$ cat config.mk
export PLATFORM = sky130hd
export DESIGN_NAME = uart_rx_frame
export DESIGN_NICKNAME = d
export VERILOG_FILES = /design/src/rtl/uart_rx_frame.sv
export SDC_FILE = /design/constraint.sdc
export NUM_CORES = 1
export LEC_CHECK = 0
export ABC_AREA = 1
export CORE_MARGIN = 2
export CORE_UTILIZATION = 49
export CTS_CLUSTER_DIAMETER = 100
export DETAILED_ROUTE_END_ITERATION = 8
export PLACE_DENSITY_LB_ADDON = 0.1
export SYNTH_ARGS = -nofsm -noshare
export SYNTH_HDL_FRONTEND = slang
export SYNTH_SLANG_ARGS = --single-unit
$ cat constraint.sdc
create_clock -name clk -period 1.6 [get_ports clk]
set_clock_uncertainty 0.2 [all_clocks]
set_input_delay 0.32 -clock clk [delete_from_list [all_inputs] [get_ports clk]]
set_output_delay 0.32 -clock clk [all_outputs]
set_load 0.1 [all_outputs]
$ cat src/rtl/uart_rx_frame.sv
// Oversampling UART receiver: 8 data bits LSB first, optional parity, one stop bit.
// Each byte is presented with a one-cycle readinterrupt pulse and parity/framing flags.
module uart_rx_frame #(
   parameter int CLKS_PER_BIT = 16,
   parameter int PARITY_EN    = 1,
   parameter int PARITY_ODD   = 0
) (
   input  logic       clk,
   input  logic       clear,
   input  logic       data_in,
   output logic [7:0] out,
   output logic       readinterrupt,
   output logic       parity_error,
   output logic       framing_error,
   output logic       busy
);

   localparam int CW = $clog2(CLKS_PER_BIT);
   localparam logic [CW-1:0] HALF_BIT = CW'(CLKS_PER_BIT / 2 - 1);
   localparam logic [CW-1:0] FULL_BIT = CW'(CLKS_PER_BIT - 1);
   localparam logic          ODD      = 1'(PARITY_ODD != 0);

   typedef enum logic [2:0] {IDLE, START, DATA, PARITY, STOP, BREAK} state_t;

   state_t        state;
   logic          sync1;
   logic          rx_s;
   logic [CW-1:0] cnt;
   logic [2:0]    idx;
   logic [7:0]    shreg;
   logic          par;
   logic          perr;
   logic          tick;

   assign tick = (cnt == '0);

   // NOTE: every register lives in one clocked block and uses <= so that all
   // reads see the pre-edge value; later assignments in the block take priority.
   always_ff @(posedge clk) begin
      if (clear) begin
         sync1         <= 1'b1;
         rx_s          <= 1'b1;
         state         <= IDLE;
         cnt           <= '0;
         idx           <= '0;
         shreg         <= '0;
         par           <= 1'b0;
         perr          <= 1'b0;
         out           <= '0;
         readinterrupt <= 1'b0;
         parity_error  <= 1'b0;
         framing_error <= 1'b0;
         busy          <= 1'b0;
      end else begin
         sync1         <= data_in;
         rx_s          <= sync1;
         readinterrupt <= 1'b0;

         // Baud counter runs in every bit-timed state; IDLE overrides with its own load.
         if (state != IDLE && state != BREAK)
            cnt <= tick ? FULL_BIT : cnt - CW'(1);

         case (state)
            IDLE: begin
               if (!rx_s) begin
                  state <= START;
                  cnt   <= HALF_BIT;
                  busy  <= 1'b1;
               end
            end
            START: begin
               if (tick) begin
                  if (rx_s) begin
                     state <= IDLE;
                     busy  <= 1'b0;
                  end else begin
                     state <= DATA;
                     idx   <= '0;
                     par   <= 1'b0;
                     perr  <= 1'b0;
                  end
               end
            end
            DATA: begin
               if (tick) begin
                  shreg <= {rx_s, shreg[7:1]};
                  par   <= par ^ rx_s;
                  idx   <= idx + 3'd1;
                  if (idx == 3'd7)
                     state <= (PARITY_EN != 0) ? PARITY : STOP;
               end
            end
            PARITY: begin
               if (tick) begin
                  perr  <= (rx_s != (par ^ ODD));
                  state <= STOP;
               end
            end
            STOP: begin
               if (tick) begin
                  out           <= shreg;
                  readinterrupt <= 1'b1;
                  parity_error  <= (PARITY_EN != 0) ? perr : 1'b0;
                  framing_error <= ~rx_s;
                  state         <= rx_s ? IDLE : BREAK;
                  busy          <= ~rx_s;
               end
            end
            BREAK: begin
               // A line held low after the frame must not look like a new start bit.
               if (rx_s) begin
                  state <= IDLE;
                  busy  <= 1'b0;
               end
            end
            default: begin
               state <= IDLE;
               busy  <= 1'b0;
            end
         endcase
      end
   end

endmodule

==> impl_metrics.xml <==
<?xml version="1.0" encoding="UTF-8"?>
<metrics>
  <group name="outcome">
    <metric name="result_of_the_run" unit="">complete, no violations</metric>
  </group>
  <group name="clock_network">
    <metric name="cts_root_buffer" unit="">clkbuf_4</metric>
    <metric name="htree_levels" unit="">2</metric>
    <metric name="clock-sinks" unit="">34</metric>
    <metric name="max_clock_buf_depth" unit="">2</metric>
    <metric name="clkLatencyLatePin" unit="ns">0.34</metric>
    <metric name="cts_tree" unit="">built</metric>
    <metric name="cts_inserted_buffers" unit="">5</metric>
    <metric name="postCtsHoldBufs" unit="">0</metric>
    <metric name="worst_setup_hold_path_clk_slew" unit="ns">0.11</metric>
  </group>
  <group name="setup_path">
    <metric name="timing.critical_path.cells" unit="">buf_6 -&gt; nand2_4 -&gt; nor2_4 -&gt; inv_2 -&gt; nor2_4 -&gt; buf_4 -&gt; o21ai_0 -&gt; a31oi_1</metric>
    <metric name="timing_worst_setup_path_type" unit="">register to register</metric>
    <metric name="worstSetupStartpointType" unit="">register</metric>
    <metric name="cpPeakStageDelay" unit="ns">0.36</metric>
    <metric name="worst-endpoint-arrival" unit="ns">1.60</metric>
    <metric name="cp_slowest_cell" unit="">dfxtp_2</metric>
    <metric name="timing.critical_path.buf_inv" unit="">3</metric>
    <metric name="critical_path_required" unit="ns">1.66</metric>
    <metric name="crit_path_max_fanout" unit="">3</metric>
    <metric name="cp-end-kind" unit="">register</metric>
    <metric name="top_cell_family_by_delay_on_the_critical_path" unit="">flip-flops</metric>
    <metric name="path_common_cell" unit="">nor2_4</metric>
  </group>
  <group name="yosys">
    <metric name="yosysWarnings" unit="">0</metric>
    <metric name="yosysTopAreaCell" unit="">dfxtp_1</metric>
    <metric name="synth_compound_area_share" unit="%">12.17</metric>
    <metric name="mux_contribution_to_synthesized_area" unit="%">0</metric>
    <metric name="synth_cell_types" unit="">23</metric>
    <metric name="ys_seq_elements" unit="">34</metric>
    <metric name="fraction_of_the_yosys_area_taken_by_sequential_cells" unit="%">45.98</metric>
    <metric name="adder_cell_share_of_the_synthesized_area" unit="%">2.536</metric>
    <metric name="dominant_combinational_cell_family_by_area_after_synthesis" unit="">simple AND/OR/NAND/NOR gates</metric>
    <metric name="ys_async_sr_fraction" unit="%">0</metric>
    <metric name="synth_edf_count" unit="">0</metric>
    <metric name="synth_top_cells_by_area" unit="">dfxtp_1, nor2_1, nand2_1</metric>
    <metric name="netlist_instances" unit="">206</metric>
    <metric name="synth-simple-area-share" unit="%">31.87</metric>
    <metric name="postSynthAreaPerCell" unit="sq um">7.185</metric>
    <metric name="portion_of_synthesized_cell_area_occupied_by_the_leading_cell_type" unit="%">45.98</metric>
    <metric name="postSynth.topFlopCell" unit="">dfxtp_1</metric>
    <metric name="mappedNetlistArea" unit="sq um">1480</metric>
    <metric name="postSynthNetCount" unit="">212</metric>
    <metric name="xor_and_xnor_fraction_of_the_mapped_netlist_area" unit="%">0.5917</metric>
  </group>
  <group name="timing">
    <metric name="max_slew.worst_pin.slew" unit="ns">0.2744</metric>
    <metric name="setup_viol" unit="">0</metric>
    <metric name="fmaxAchievable" unit="GHz">0.6532</metric>
    <metric name="final-max-slew-violation-count" unit="">0</metric>
    <metric name="timing.slew.headroom" unit="%">81.57</metric>
    <metric name="finalCritPeriodShare" unit="%">95.68</metric>
    <metric name="finalHoldWorstSlack" unit="ns">0.2405</metric>
    <metric name="fin_crit" unit="ns">1.531</metric>
    <metric name="timing.final.hold_violations" unit="">0</metric>
  </group>
  <group name="drt">
    <metric name="drt_pre_antenna_iters" unit="">4</metric>
    <metric name="drt-total-wl" unit="microns">3401</metric>
    <metric name="wire_per_inst" unit="microns">12.55</metric>
    <metric name="ant_nets" unit="">0</metric>
    <metric name="detail_route.iter0.violations" unit="">86</metric>
    <metric name="via_count" unit="">1433</metric>
    <metric name="avgViaCountPerCell" unit="">5.288</metric>
    <metric name="remaining_drc_errors" unit="">0</metric>
  </group>
  <group name="placement">
    <metric name="place.port_buffers" unit="">14</metric>
    <metric name="numPlacedInstances" unit="">261</metric>
    <metric name="routabilityCongestion" unit="">0.7804</metric>
    <metric name="post-dp-hpwl" unit="microns">2293</metric>
  </group>
  <group name="power_and_ir_drop">
    <metric name="seq_power_share" unit="%">27.7</metric>
    <metric name="clockPowerShare" unit="%">14.3</metric>
    <metric name="total_leakage_power" unit="nW">0.9444</metric>
    <metric name="power_switching_share" unit="%">46.26</metric>
    <metric name="p_per_area" unit="nW/um^2">2162</metric>
    <metric name="cell_internal_pwr" unit="mW">2.458</metric>
    <metric name="net-switching-power" unit="mW">2.116</metric>
    <metric name="vdd_drop_max" unit="mV">1.315</metric>
    <metric name="comb_power_share" unit="%">58.0</metric>
  </group>
  <group name="floorplanning">
    <metric name="floorplan.initialDensity" unit="%">52.77</metric>
    <metric name="rows" unit="">19</metric>
    <metric name="floorplan.die.width" unit="microns">58.96</metric>
    <metric name="die_height" unit="microns">58.96</metric>
    <metric name="floorplan.io_pins" unit="">15</metric>
    <metric name="floorplan.core_area" unit="sq um">2805</metric>
    <metric name="design.die.area" unit="sq um">3476</metric>
  </group>
  <group name="run">
    <metric name="maxCapViolCount" unit="">0</metric>
  </group>
  <group name="final_layout">
    <metric name="num-fill-cells" unit="">210</metric>
    <metric name="area_delta_synth_final" unit="%">42.94</metric>
    <metric name="drive_above_1_share" unit="%">34.58</metric>
    <metric name="antenna-diode-count" unit="">0</metric>
    <metric name="finish.cell_count_without_fillers" unit="">271</metric>
    <metric name="multi_input_comb_area" unit="sq um">783.3</metric>
    <metric name="nNetsFinal" unit="">246</metric>
    <metric name="area_of_all_sequential_standard_cells" unit="sq um">693.2</metric>
  </group>
  <group name="global_routing">
    <metric name="number_of_global_route_vias_before_repair" unit="">1310</metric>
    <metric name="grt_use_total" unit="%">21.38</metric>
    <metric name="number_of_antenna_violations_at_the_first_check_in_global_routing" unit="">0</metric>
    <metric name="pin_count_of_the_biggest_net_entering_global_routing" unit="">25</metric>
    <metric name="grt_first_pass_wirelength" unit="microns">5526</metric>
    <metric name="total_global_routing_overflow" unit="">0</metric>
  </group>
  <group name="worst_hold_path">
    <metric name="worstHoldPathType" unit="">register to register</metric>
  </group>
</metrics>
cell families (layout without fill, tap and decap cells):
logic type / after synthesis / count (layout)
AOI/OAI and AO/OA: 34 / 34
xor gates and xnor gates: 1 / 1
adders and majority gates: 3 / 3
buffers and inverters: 24 / 58
DFF: 34 / 34
and+or+nand+nor: 110 / 110
cell type report:
type                       instances  share of cell area [%]
timing repair buffer              33                   20.99
tap                               31                   1.833
clock buffer                       6                   2.425
multi-input combinational        148                   37.02
sequential                        34                   32.76
clock inverter                     1                   1.419
inverter                          18                   3.548
path summary, 6_finish.rpt:
kind / from / end / slack [ns] / depth (start not counted)
setup reg to reg: state[1]$_SDFFE_PP0P_ / idx[0]$_SDFFE_PP0P_ / 0.07 / 8
hold reg to reg: sync1$_SDFF_PP1_ / rx_s$_SDFF_PP1_ / 0.24 / 1
setup / recovery: state[1]$_SDFFE_PP0P_ / idx[0]$_SDFFE_PP0P_ / 0.07 / 8
hold / removal: sync1$_SDFF_PP1_ / rx_s$_SDFF_PP1_ / 0.24 / 1
layout by cell type, fill, tap and decap left out, types with 3 or more instances in the layout:
cell	count
nor2_1	41
nand2_1	34
dfxtp_1	26
o21ai_0	22
buf_12	15
buf_4	15
nor2_2	10
inv_2	8
inv_1	8
nand3_1	8
a21oi_1	8
dfxtp_2	7
nand2_2	5
clkbuf_4	5
nand2_4	3
nor2_4	3
ha_4	3
timing repair:
item | 4_1_cts | 5_1_grt
endpoints found under the hold margin | 0 | 0
pin swaps | 1 | 9
endpoints found under the setup margin | 2 | 26
buffers inserted | 0 | 4
resized for setup | 4 | 35
metal layers:
layer / vias up / part of all wire, % / global-route usage, %
li1: 722 / - / -
met1: 655 / 42 / 25.14
met2: 50 / 49 / 34.44
met3: 6 / 7.0 / 7.692
met4: 0 / 1.7 / 10.39
met5: - / 0 / 0
synth_stat cells (3+ instances only):
cell type,number
inv_2,6
dfxtp_1,34
nor2_2,4
o21ai_0,23
nand2_1,38
inv_1,12
a21oi_1,8
ha_1,3
nand2_2,4
nand3_1,8
nor2_1,48
stage by stage:
step | instance area (sq um) | power [mW] | setup TNS, ns | util (%) | setup WS, ns
after floorplan | 1480 | 2.795 | 0 | - | 0.09051
after global placement | 1891 | 3.498 | 0 | 67.40 | 0.06290
after detailed placement | 1891 | 3.556 | -0.003841 | 67.40 | -0.003841
after CTS | 1979 | 4.240 | 0 | 70.56 | 0.008326
after global routing | 2116 | 4.892 | -0.009624 | 75.42 | -0.009624
final | 2116 | 4.574 | 0 | 75.42 | 0.06909
power groups by stage:
stage | clock, mW | combinational [mW] | sequential (mW)
2_1_floorplan | 0 | 1.14 | 1.65
3_3_place_gp | 0 | 2.27 | 1.23
3_5_place_dp | 0 | 2.31 | 1.24
4_1_cts | 0.670 | 2.34 | 1.23
5_1_grt | 0.704 | 2.90 | 1.29
6_report | 0.653 | 2.65 | 1.27
flip-flops by register name (all words and copies together) (netlist names), 3 cells and up:
name and count:
idx 3, cnt 4, state 3, out 8, shreg 8
worst reg2reg max path, stage by stage (launching register included):
cell and delay (ns):
dfxtp_2 0.36, buf_6 0.11, nand2_4 0.05, nor2_4 0.12
inv_2 0.06, nor2_4 0.13, buf_4 0.14, o21ai_0 0.09
a31oi_1 0.19
Power figures use the tool's default switching activity.
